## config.mk

```make
export PLATFORM = sky130hd
export DESIGN_NAME = hd44780_nibble_writer_flat
export DESIGN_NICKNAME = d
export VERILOG_FILES = /design/src/rtl/hd44780_nibble_writer_if.sv /design/src/rtl/hd44780_nibble_writer.sv /design/src/flat_wrapper.sv
export SDC_FILE = /design/constraint.sdc
export NUM_CORES = 1
export LEC_CHECK = 0
export CORE_UTILIZATION = 23
export DETAILED_ROUTE_END_ITERATION = 8
export PLACE_DENSITY = 0.54
export SLEW_MARGIN = 20
export SYNTH_ARGS = -nofsm -noshare
export SYNTH_HDL_FRONTEND = slang
export SYNTH_SLANG_ARGS = --single-unit
```

## constraint.sdc

```tcl
create_clock -name clk -period 2.1 [get_ports clk]
set_input_delay 0.21 -clock clk [delete_from_list [all_inputs] [get_ports clk]]
set_output_delay 0.21 -clock clk [all_outputs]
set_load 0.1 [all_outputs]
```

## src/rtl/hd44780_nibble_writer_if.sv

```systemverilog
// hd44780_nibble_writer_if: byte handshake between the LCD controller and the nibble writer.
interface hd44780_nibble_writer_if;
    logic       in_valid;
    logic [7:0] in_data;
    logic       in_rs;
    logic       in_ready;
    logic       done;
    modport master (output in_valid, in_data, in_rs, input in_ready, done);
    modport slave  (input in_valid, in_data, in_rs, output in_ready, done);
endinterface

```

## src/rtl/hd44780_nibble_writer.sv

```systemverilog
// hd44780_nibble_writer: writes one byte to an HD44780 as two tick-paced 4-bit transfers.
module hd44780_nibble_writer #(
    parameter int SETUP_TICKS     = 1,
    parameter int E_HIGH_TICKS    = 1,
    parameter int HOLD_TICKS      = 1,
    parameter int EXEC_TICKS      = 4,
    parameter int EXEC_LONG_TICKS = 16
) (
    input  logic                       clk,
    input  logic                       rst,
    input  logic                       i_tick,
    hd44780_nibble_writer_if.slave     bus,
    output logic                       o_lcd_rs,
    output logic                       o_lcd_rw,
    output logic                       o_lcd_e,
    output logic [3:0]                 o_lcd_db
);
    localparam int M0 = SETUP_TICKS > E_HIGH_TICKS ? SETUP_TICKS : E_HIGH_TICKS;
    localparam int M1 = HOLD_TICKS > EXEC_TICKS ? HOLD_TICKS : EXEC_TICKS;
    localparam int M2 = M0 > M1 ? M0 : M1;
    localparam int MAXP = M2 > EXEC_LONG_TICKS ? M2 : EXEC_LONG_TICKS;
    localparam int CW = $clog2(MAXP) + 1;

    typedef enum logic [2:0] {
        IDLE, HI_SETUP, HI_EN, HI_HOLD, LO_SETUP, LO_EN, LO_HOLD, EXEC_WAIT
    } state_t;

    state_t        r_state, w_next;
    logic [CW-1:0] r_cnt;
    logic [7:0]    r_byte, w_byte;
    logic          r_rs, w_rs, r_long, r_done;
    logic          r_lcd_rs, r_lcd_e;
    logic [3:0]    r_lcd_db;
    logic          w_accept, w_adv, w_hi, w_lo;
    int            w_lim;

    assign bus.in_ready = r_state == IDLE;
    assign bus.done     = r_done;
    assign o_lcd_rs     = r_lcd_rs;
    assign o_lcd_rw     = 1'b0;
    assign o_lcd_e      = r_lcd_e;
    assign o_lcd_db     = r_lcd_db;

    always_comb begin
        w_accept = bus.in_valid && r_state == IDLE;
        w_byte   = w_accept ? bus.in_data : r_byte;
        w_rs     = w_accept ? bus.in_rs : r_rs;
        case (r_state)
            HI_SETUP, LO_SETUP: w_lim = SETUP_TICKS;
            HI_EN, LO_EN:       w_lim = E_HIGH_TICKS;
            HI_HOLD, LO_HOLD:   w_lim = HOLD_TICKS;
            EXEC_WAIT:          w_lim = r_long ? EXEC_LONG_TICKS : EXEC_TICKS;
            default:            w_lim = 1;
        endcase
        w_adv  = r_state != IDLE && i_tick && r_cnt == CW'(w_lim - 1);
        // States are numbered in transfer order, so EXEC_WAIT + 1 wraps to IDLE
        w_next = r_state == IDLE ? (w_accept ? HI_SETUP : IDLE)
               : w_adv ? state_t'(r_state + 3'd1) : r_state;
        w_hi   = w_next == HI_SETUP || w_next == HI_EN || w_next == HI_HOLD;
        w_lo   = w_next == LO_SETUP || w_next == LO_EN || w_next == LO_HOLD;
    end

    // Pins are registered from the next state so they line up with r_state.
    always_ff @(posedge clk or posedge rst) begin
        if (rst) begin
            r_state  <= IDLE;
            r_cnt    <= '0;
            r_byte   <= '0;
            r_rs     <= 1'b0;
            r_long   <= 1'b0;
            r_done   <= 1'b0;
            r_lcd_rs <= 1'b0;
            r_lcd_e  <= 1'b0;
            r_lcd_db <= '0;
        end else begin
            r_state <= w_next;
            r_cnt   <= w_next != r_state ? '0 : r_cnt + CW'(i_tick && r_state != IDLE);
            if (w_accept) begin
                r_byte <= bus.in_data;
                r_rs   <= bus.in_rs;
                r_long <= !bus.in_rs && bus.in_data[7:2] == 6'd0 && bus.in_data[1:0] != 2'd0;
            end
            r_done   <= r_state == EXEC_WAIT && w_adv;
            r_lcd_e  <= w_next == HI_EN || w_next == LO_EN;
            r_lcd_rs <= (w_hi || w_lo) && w_rs;
            r_lcd_db <= w_hi ? w_byte[7:4] : w_lo ? w_byte[3:0] : 4'd0;
        end
    end
endmodule

```

## src/flat_wrapper.sv

```systemverilog
// flat-port wrapper written by rule: the top's interface ports become plain ports
module hd44780_nibble_writer_flat 
#(
    parameter int SETUP_TICKS     = 1,
    parameter int E_HIGH_TICKS    = 1,
    parameter int HOLD_TICKS      = 1,
    parameter int EXEC_TICKS      = 4,
    parameter int EXEC_LONG_TICKS = 16
)
  (clk, rst, i_tick, o_lcd_rs, o_lcd_rw, o_lcd_e, o_lcd_db, bus_in_valid, bus_in_data, bus_in_rs, bus_in_ready, bus_done);
  hd44780_nibble_writer_if bus_i ();
  input  logic clk;
  input  logic rst;
  input  logic i_tick;
  output logic o_lcd_rs;
  output logic o_lcd_rw;
  output logic o_lcd_e;
  output logic [3:0] o_lcd_db;
  input wire logic [$bits(bus_i.in_valid)-1:0] bus_in_valid;
  input wire logic [$bits(bus_i.in_data)-1:0] bus_in_data;
  input wire logic [$bits(bus_i.in_rs)-1:0] bus_in_rs;
  output wire logic [$bits(bus_i.in_ready)-1:0] bus_in_ready;
  output wire logic [$bits(bus_i.done)-1:0] bus_done;
  assign bus_i.in_valid = bus_in_valid;
  assign bus_i.in_data = bus_in_data;
  assign bus_i.in_rs = bus_in_rs;
  assign bus_in_ready = bus_i.in_ready;
  assign bus_done = bus_i.done;
  hd44780_nibble_writer #(.SETUP_TICKS(SETUP_TICKS), .E_HIGH_TICKS(E_HIGH_TICKS), .HOLD_TICKS(HOLD_TICKS), .EXEC_TICKS(EXEC_TICKS), .EXEC_LONG_TICKS(EXEC_LONG_TICKS)) u_core (.clk(clk), .rst(rst), .i_tick(i_tick), .bus(bus_i), .o_lcd_rs(o_lcd_rs), .o_lcd_rw(o_lcd_rw), .o_lcd_e(o_lcd_e), .o_lcd_db(o_lcd_db));
endmodule
```

== Word level (Yosys, flattened, before mapping) ==
Index checks and enable logic that the tools add are counted.
Widths: inputs -> output; s select.
Storage, ports and cells
  register bits: 25
  output and inout port bits: 9
  memories: 0
  bits in writable memories: 0
  bits in latches: 0
  bits in read-only memories: 0
  logic and storage cells: 49
Operators by class
  reductions and logical operators: 18
  bitwise operators: 0
  equal/unequal tests: 9
  $add $sub $neg: 3
  $lt $le $gt $ge: 0
  mux-type cells: 10
  multiply operators: 0
  divide/modulo/power cells: 0
  shift operators: 0
Operator list (count)
  $mux 5: 3
  $eq 3x3->1 const B: 4
  $mux 4: 2
  $mux 8: 1
  $logic_and 1x1->1: 7
  $eq 3x2->1 const B: 2
  $logic_not 6->1: 1
  $logic_or 1x1->1: 6
  $mux 3: 2
  $add 5x1->5: 1
  $eq 5x5->1: 1
  $sub 5x2->5 const B: 1
  $add 3x1->3 const B: 1
  $eq 3x1->1 const B: 1
  $logic_not 3->1: 1
  $ne 3x3->1: 1
  $reduce_bool 3->1: 1
  $mux 1: 2
  $reduce_bool 2->1: 1
  $logic_not 1->1: 1

== Longest topological paths before layout ==
  word-level depth: 12
  mapped depth: 10
  mapped depth without buffers: 9

== Worst setup path before layout ==
OpenSTA, ideal clock, no wires.
  path kind: flip-flop to flip-flop
  start point: register u_core.r_state[0]
  end point: register u_core.r_lcd_db[0] (netlist: u_core.o_lcd_db[0])
  period minus slack after synthesis: 2290 ps
  setup slack: -190 ps
  arrival: 2160 ps
  library setup time: 130 ps
  required time: 1970 ps
  path buffers: 2
  stages on the path, launching flop included: 11
  cells stage by stage: dfrtp_1 > inv_1 > ha_1 > nand2b_1 > buf_2 > inv_2 > nand2_1 > buf_2 > mux2_1 > nand3b_1 > o21ai_1
Between the ends
  elaborated cells between the ends (all ways): 26
RTL lines
  start: declaration: RTL line hd44780_nibble_writer.sv:28  | state_t r_state, w_next;
  start signal: assignment: RTL line hd44780_nibble_writer.sv:76  | r_state <= w_next;
  $logic_not 3->1
  named net bus_in_ready: RTL line flat_wrapper.sv:22  | output wire logic [$bits(bus_i.in_ready)-1:0] bus_in_ready;
  $logic_and 1x1->1: RTL line hd44780_nibble_writer.sv:45  | w_accept = bus.in_valid && r_state == IDLE;
  $mux 8: RTL line hd44780_nibble_writer.sv:46  | w_byte = w_accept ? bus.in_data : r_byte;
  named net u_core.w_byte[0]: RTL line hd44780_nibble_writer.sv:30  | logic [7:0] r_byte, w_byte;
  $mux 4 (2 in series): RTL line hd44780_nibble_writer.sv:86  | r_lcd_db <= w_hi ? w_byte[7:4] : w_lo ? w_byte[3:0] : 4'd0;
  end signal: assignment: RTL line hd44780_nibble_writer.sv:86
  end: declaration: RTL line hd44780_nibble_writer.sv:33  | logic [3:0] r_lcd_db;
The timed path passes the listed nets, and every way through them passes these cells.
A chain may end at the register's enable or synchronous reset.

== Worst setup path after layout ==
  start point: register u_core.r_state[1]
  end point: register u_core.r_lcd_db[2] (netlist: u_core.o_lcd_db[2])
Between the ends
  word-level cells in the longest chain between the ends: 12
  elaborated cells between the ends (all ways): 26
RTL lines
  $eq 3x3->1: RTL line hd44780_nibble_writer.sv:48  | case (r_state)
  $mux 5: RTL line hd44780_nibble_writer.sv:48
  $sub 5x2->5: RTL line hd44780_nibble_writer.sv:55  | w_adv = r_state != IDLE && i_tick && r_cnt == CW'(w_lim - 1);
  $eq 5x5->1: RTL line hd44780_nibble_writer.sv:55
  $logic_and 1x1->1: RTL line hd44780_nibble_writer.sv:55
  $mux 3: RTL line hd44780_nibble_writer.sv:58  | : w_adv ? state_t'(r_state + 3'd1) : r_state;
  $mux 3: RTL line hd44780_nibble_writer.sv:57  | w_next = r_state == IDLE ? (w_accept ? HI_SETUP : IDLE)
  $eq 3x3->1: RTL line hd44780_nibble_writer.sv:60  | w_lo = w_next == LO_SETUP || w_next == LO_EN || w_next == LO_HOLD;
  $logic_or 1x1->1 (2 in series): RTL line hd44780_nibble_writer.sv:60
  $mux 4: RTL line hd44780_nibble_writer.sv:86
  $mux 4 *: RTL line hd44780_nibble_writer.sv:86
Mark *: on every way between the ends. The rest lies on a longest branch, timed or not.

==> impl_metrics.tcl <==
set metrics [dict create \
    min_period_ns 2.161 \
    yosys.area.top_type "dfrtp_1" \
    drv_slew 0 \
    place_congestion 0.7945 \
    netlist_top_cells_area "dfrtp_1 50%, ha_1 6.0%, mux2_1 5.4%, xnor2_1 2.8%, mux2_2 2.7%" \
    worstSetupPathType "flop to flop" \
    cts_buffer_depth 2 \
    dr.pass1.iters 4 \
    worstReg2RegStart "u_core.r_state[1]" \
    synth_common_cells "25 x dfrtp_1, 6 x ha_1, 6 x mux2_1, 6 x nand2_1" \
    post-route-period-util_pct 102.9 \
    dieArea_mm2 0.005767 \
    fp.dieW_um 75.94 \
    synth_nets 130 \
    wl_um 2863 \
    clock_latency_ns 0.27 \
    critPathSlowestCell "dfrtp_1" \
    vias_per_cell 4.310 \
    timing.critical_path.required_ns 2.30 \
    cp_slowest_stage_delay_ns 0.43 \
    crit_family "simple AND/OR/NAND/NOR gates" \
    worstPathMaxFanout 6 \
    initial_utilization_pct 24.31 \
    hold_viol_final 0 \
    reg2reg_depth 9 \
    crit_chain "ha_4 > ha_4 > and3_4 > o2111ai_4 > or2_4 > o22a_4 > buf_12 > nand2b_4 > o21ai_1" \
    synth_top_area_share_pct 49.75 \
    io_pins 22 \
    core_mm2 0.005172 \
    rsz0062_at_grt "true" \
    die_h_um 75.94 \
    htree_levels 1 \
    async_reset_ff_share_pct 100.0 \
    vias 931 \
    setup-tns-final_ns -0.2685 \
    fin_ws_ns -0.06078 \
    finalSetupViolCount 6 \
    clk_pin_slew_ns 0.09 \
    drive_gt1_share_pct 37.67 \
    drc 0 \
    grt_overflow 0 \
    holdBufCountCts 0 \
    violations "negative setup slack" \
    drt_iter0_markers 31 \
    path_buf_inv 1 \
    fin_nets 166 \
    antenna_found_initial 0 \
    cp-start-kind "flop" \
    fin_worst_skew_ns 0.002340 \
    maxCapViolCount 0 \
    ys_ff_latch 25 \
    yosysWarnings 0 \
    synthCells 111 \
    antenna_left 0 \
    hpwl_um 2112 \
    worstPathArrival_ns 2.36 \
    final_util_pct 36.02 \
    ys_types 35 \
    grt_first_pass_wirelength_um 5175 \
    hold_class "input port to async pin" \
    num_rows 26 \
    reg2reg_slack_ns -0.06 \
    grt_pass1_vias 1026 \
    syn_avg_cell_area_um2 11.33 \
    clockRootBuffer "clkbuf_8" \
    cts_tree "built" \
    synth_area_mm2 0.001257 \
    ys.flop_type "dfrtp_1" \
    synth_most_common_cell "dfrtp_1" \
    crit_top_cell "ha_4" \
    clock_sinks 25 \
    status "finished, violations left" \
    max_clock_freq_ghz 0.4628 \
    endpoint_kind "flop" \
    synth_edf_count 0 \
    track_usage_pct 11.33 \
    routedWlPerCell_um 13.25 \
    grt_max_degree 26 \
    portBuffers 20 \
    antenna_cells 0 \
    r2r-end "u_core.o_lcd_db[2]" \
    synthToLayoutAreaGrowth_pct 48.16 \
    seq_area_frac_synth_pct 49.75 \
    cts_made_buffers 3 \
]
layout by cell type (no fill, tap or decap), drive strengths merged:
cell type / count
ha: 6
nand3b: 4
clkbuf: 3
nand2: 6
and3: 4
xor2: 2
clkdlybuf4s50: 12
a21oi: 1
a211oi: 4
mux2: 9
nor4: 1
nand3: 4
nand2b: 5
and2: 2
a22o: 1
mux2i: 2
o311a: 1
o2111ai: 1
buf: 23
o21ai: 7
conb: 1
or2: 1
nor3: 3
nor2: 5
xnor2: 4
clkinv: 1
o211ai: 1
dfrtp: 25
inv: 6
o22a: 1
cell families after synthesis:
| group | synth area share [%] |
|---|---|
| AO/OA/AOI/OAI | 10.65 |
| XOR/XNOR | 4.179 |
| adder cells (fa/ha/maj) | 5.970 |
| buffers and inverters | 4.178 |
| flip-flops | 49.75 |
| multiplexers | 9.651 |
| other | 0.2982 |
| AND/OR/NAND/NOR | 15.32 |
worst max path at each step:
stage	depth (start not counted)	startpoint	to	slack [ns]
after CTS	9	u_core.r_state[0]	u_core.o_lcd_db[2]	-0.06
after global routing	9	u_core.r_state[1]	u_core.o_lcd_db[3]	-0.12
after global placement	8	u_core.r_state[0]	u_core.o_lcd_rs	-0.05
final	9	u_core.r_state[1]	u_core.o_lcd_db[2]	-0.06
after floorplan	8	u_core.r_state[0]	u_core.o_lcd_rs	0.002
after detailed placement	9	u_core.r_state[0]	u_core.o_lcd_db[0]	-0.18
flip-flops by register name, summed over array words and instances (netlist names):
signal	count
u_core.bus.done	1
u_core.o_lcd_rs	1
u_core.r_long	1
u_core.r_rs	1
u_core.r_byte	8
u_core.r_state	3
u_core.o_lcd_db	4
u_core.o_lcd_e	1
u_core.r_cnt	5
worst reg2reg max path, stage by stage (launching register included):
cell and delay [ns]:
dfrtp_1 0.43, ha_4 0.18, ha_4 0.15, and3_4 0.20, o2111ai_4 0.17, or2_4 0.30, o22a_4 0.29, buf_12 0.14
nand2b_4 0.12, o21ai_1 0.11
stage by stage:
step / setup WS, ns / area, um2 / hold slack, ns / cells
after floorplan: 0.001854 / 1277 / 0.2373 / 111
after global placement: -0.05401 / 1642 / 0.4803 / 209
after detailed placement: -0.1844 / 1642 / 0.4853 / 209
after CTS: -0.05595 / 1807 / 0.2923 / 214
after global routing: -0.1205 / 1863 / 0.3053 / 216
final: -0.06078 / 1863 / 0.2849 / 216
timing repair:
| item | 4_1_cts | 5_1_grt |
|---|---|---|
| cloned | 0 | 0 |
| endpoints found under the hold margin | 0 | 0 |
| gates resized for setup | 17 | 7 |
| pin swaps | 2 | 7 |
| buffers inserted | 1 | 2 |
| setup endpoints to repair | 6 | 16 |
final cells by class:
| class | instances | area (um2) |
|---|---|---|
| tap | 70 | 87.58 |
| inverter | 6 | 28.78 |
| multi-input combinational | 76 | 735.7 |
| fill | 496 | 3309 |
| clock inverter | 1 | 8.758 |
| sequential | 25 | 626.9 |
| clock buffer | 3 | 41.29 |
| timing repair buffer | 35 | 334.1 |
layer usage:
| layer | part of all wire [%] | track usage [%] | vias to the layer above |
|---|---|---|---|
| met2 | 54 | 20.73 | 14 |
| met5 | 0 | 0 | - |
| met4 | 1.2 | 4.038 | 0 |
| met3 | 3.0 | 2.169 | 4 |
| li1 | - | - | 453 |
| met1 | 42 | 13.07 | 460 |
Power is not shown: default switching activity piles up to over one toggle a cycle in this logic, so the estimate is an artifact.
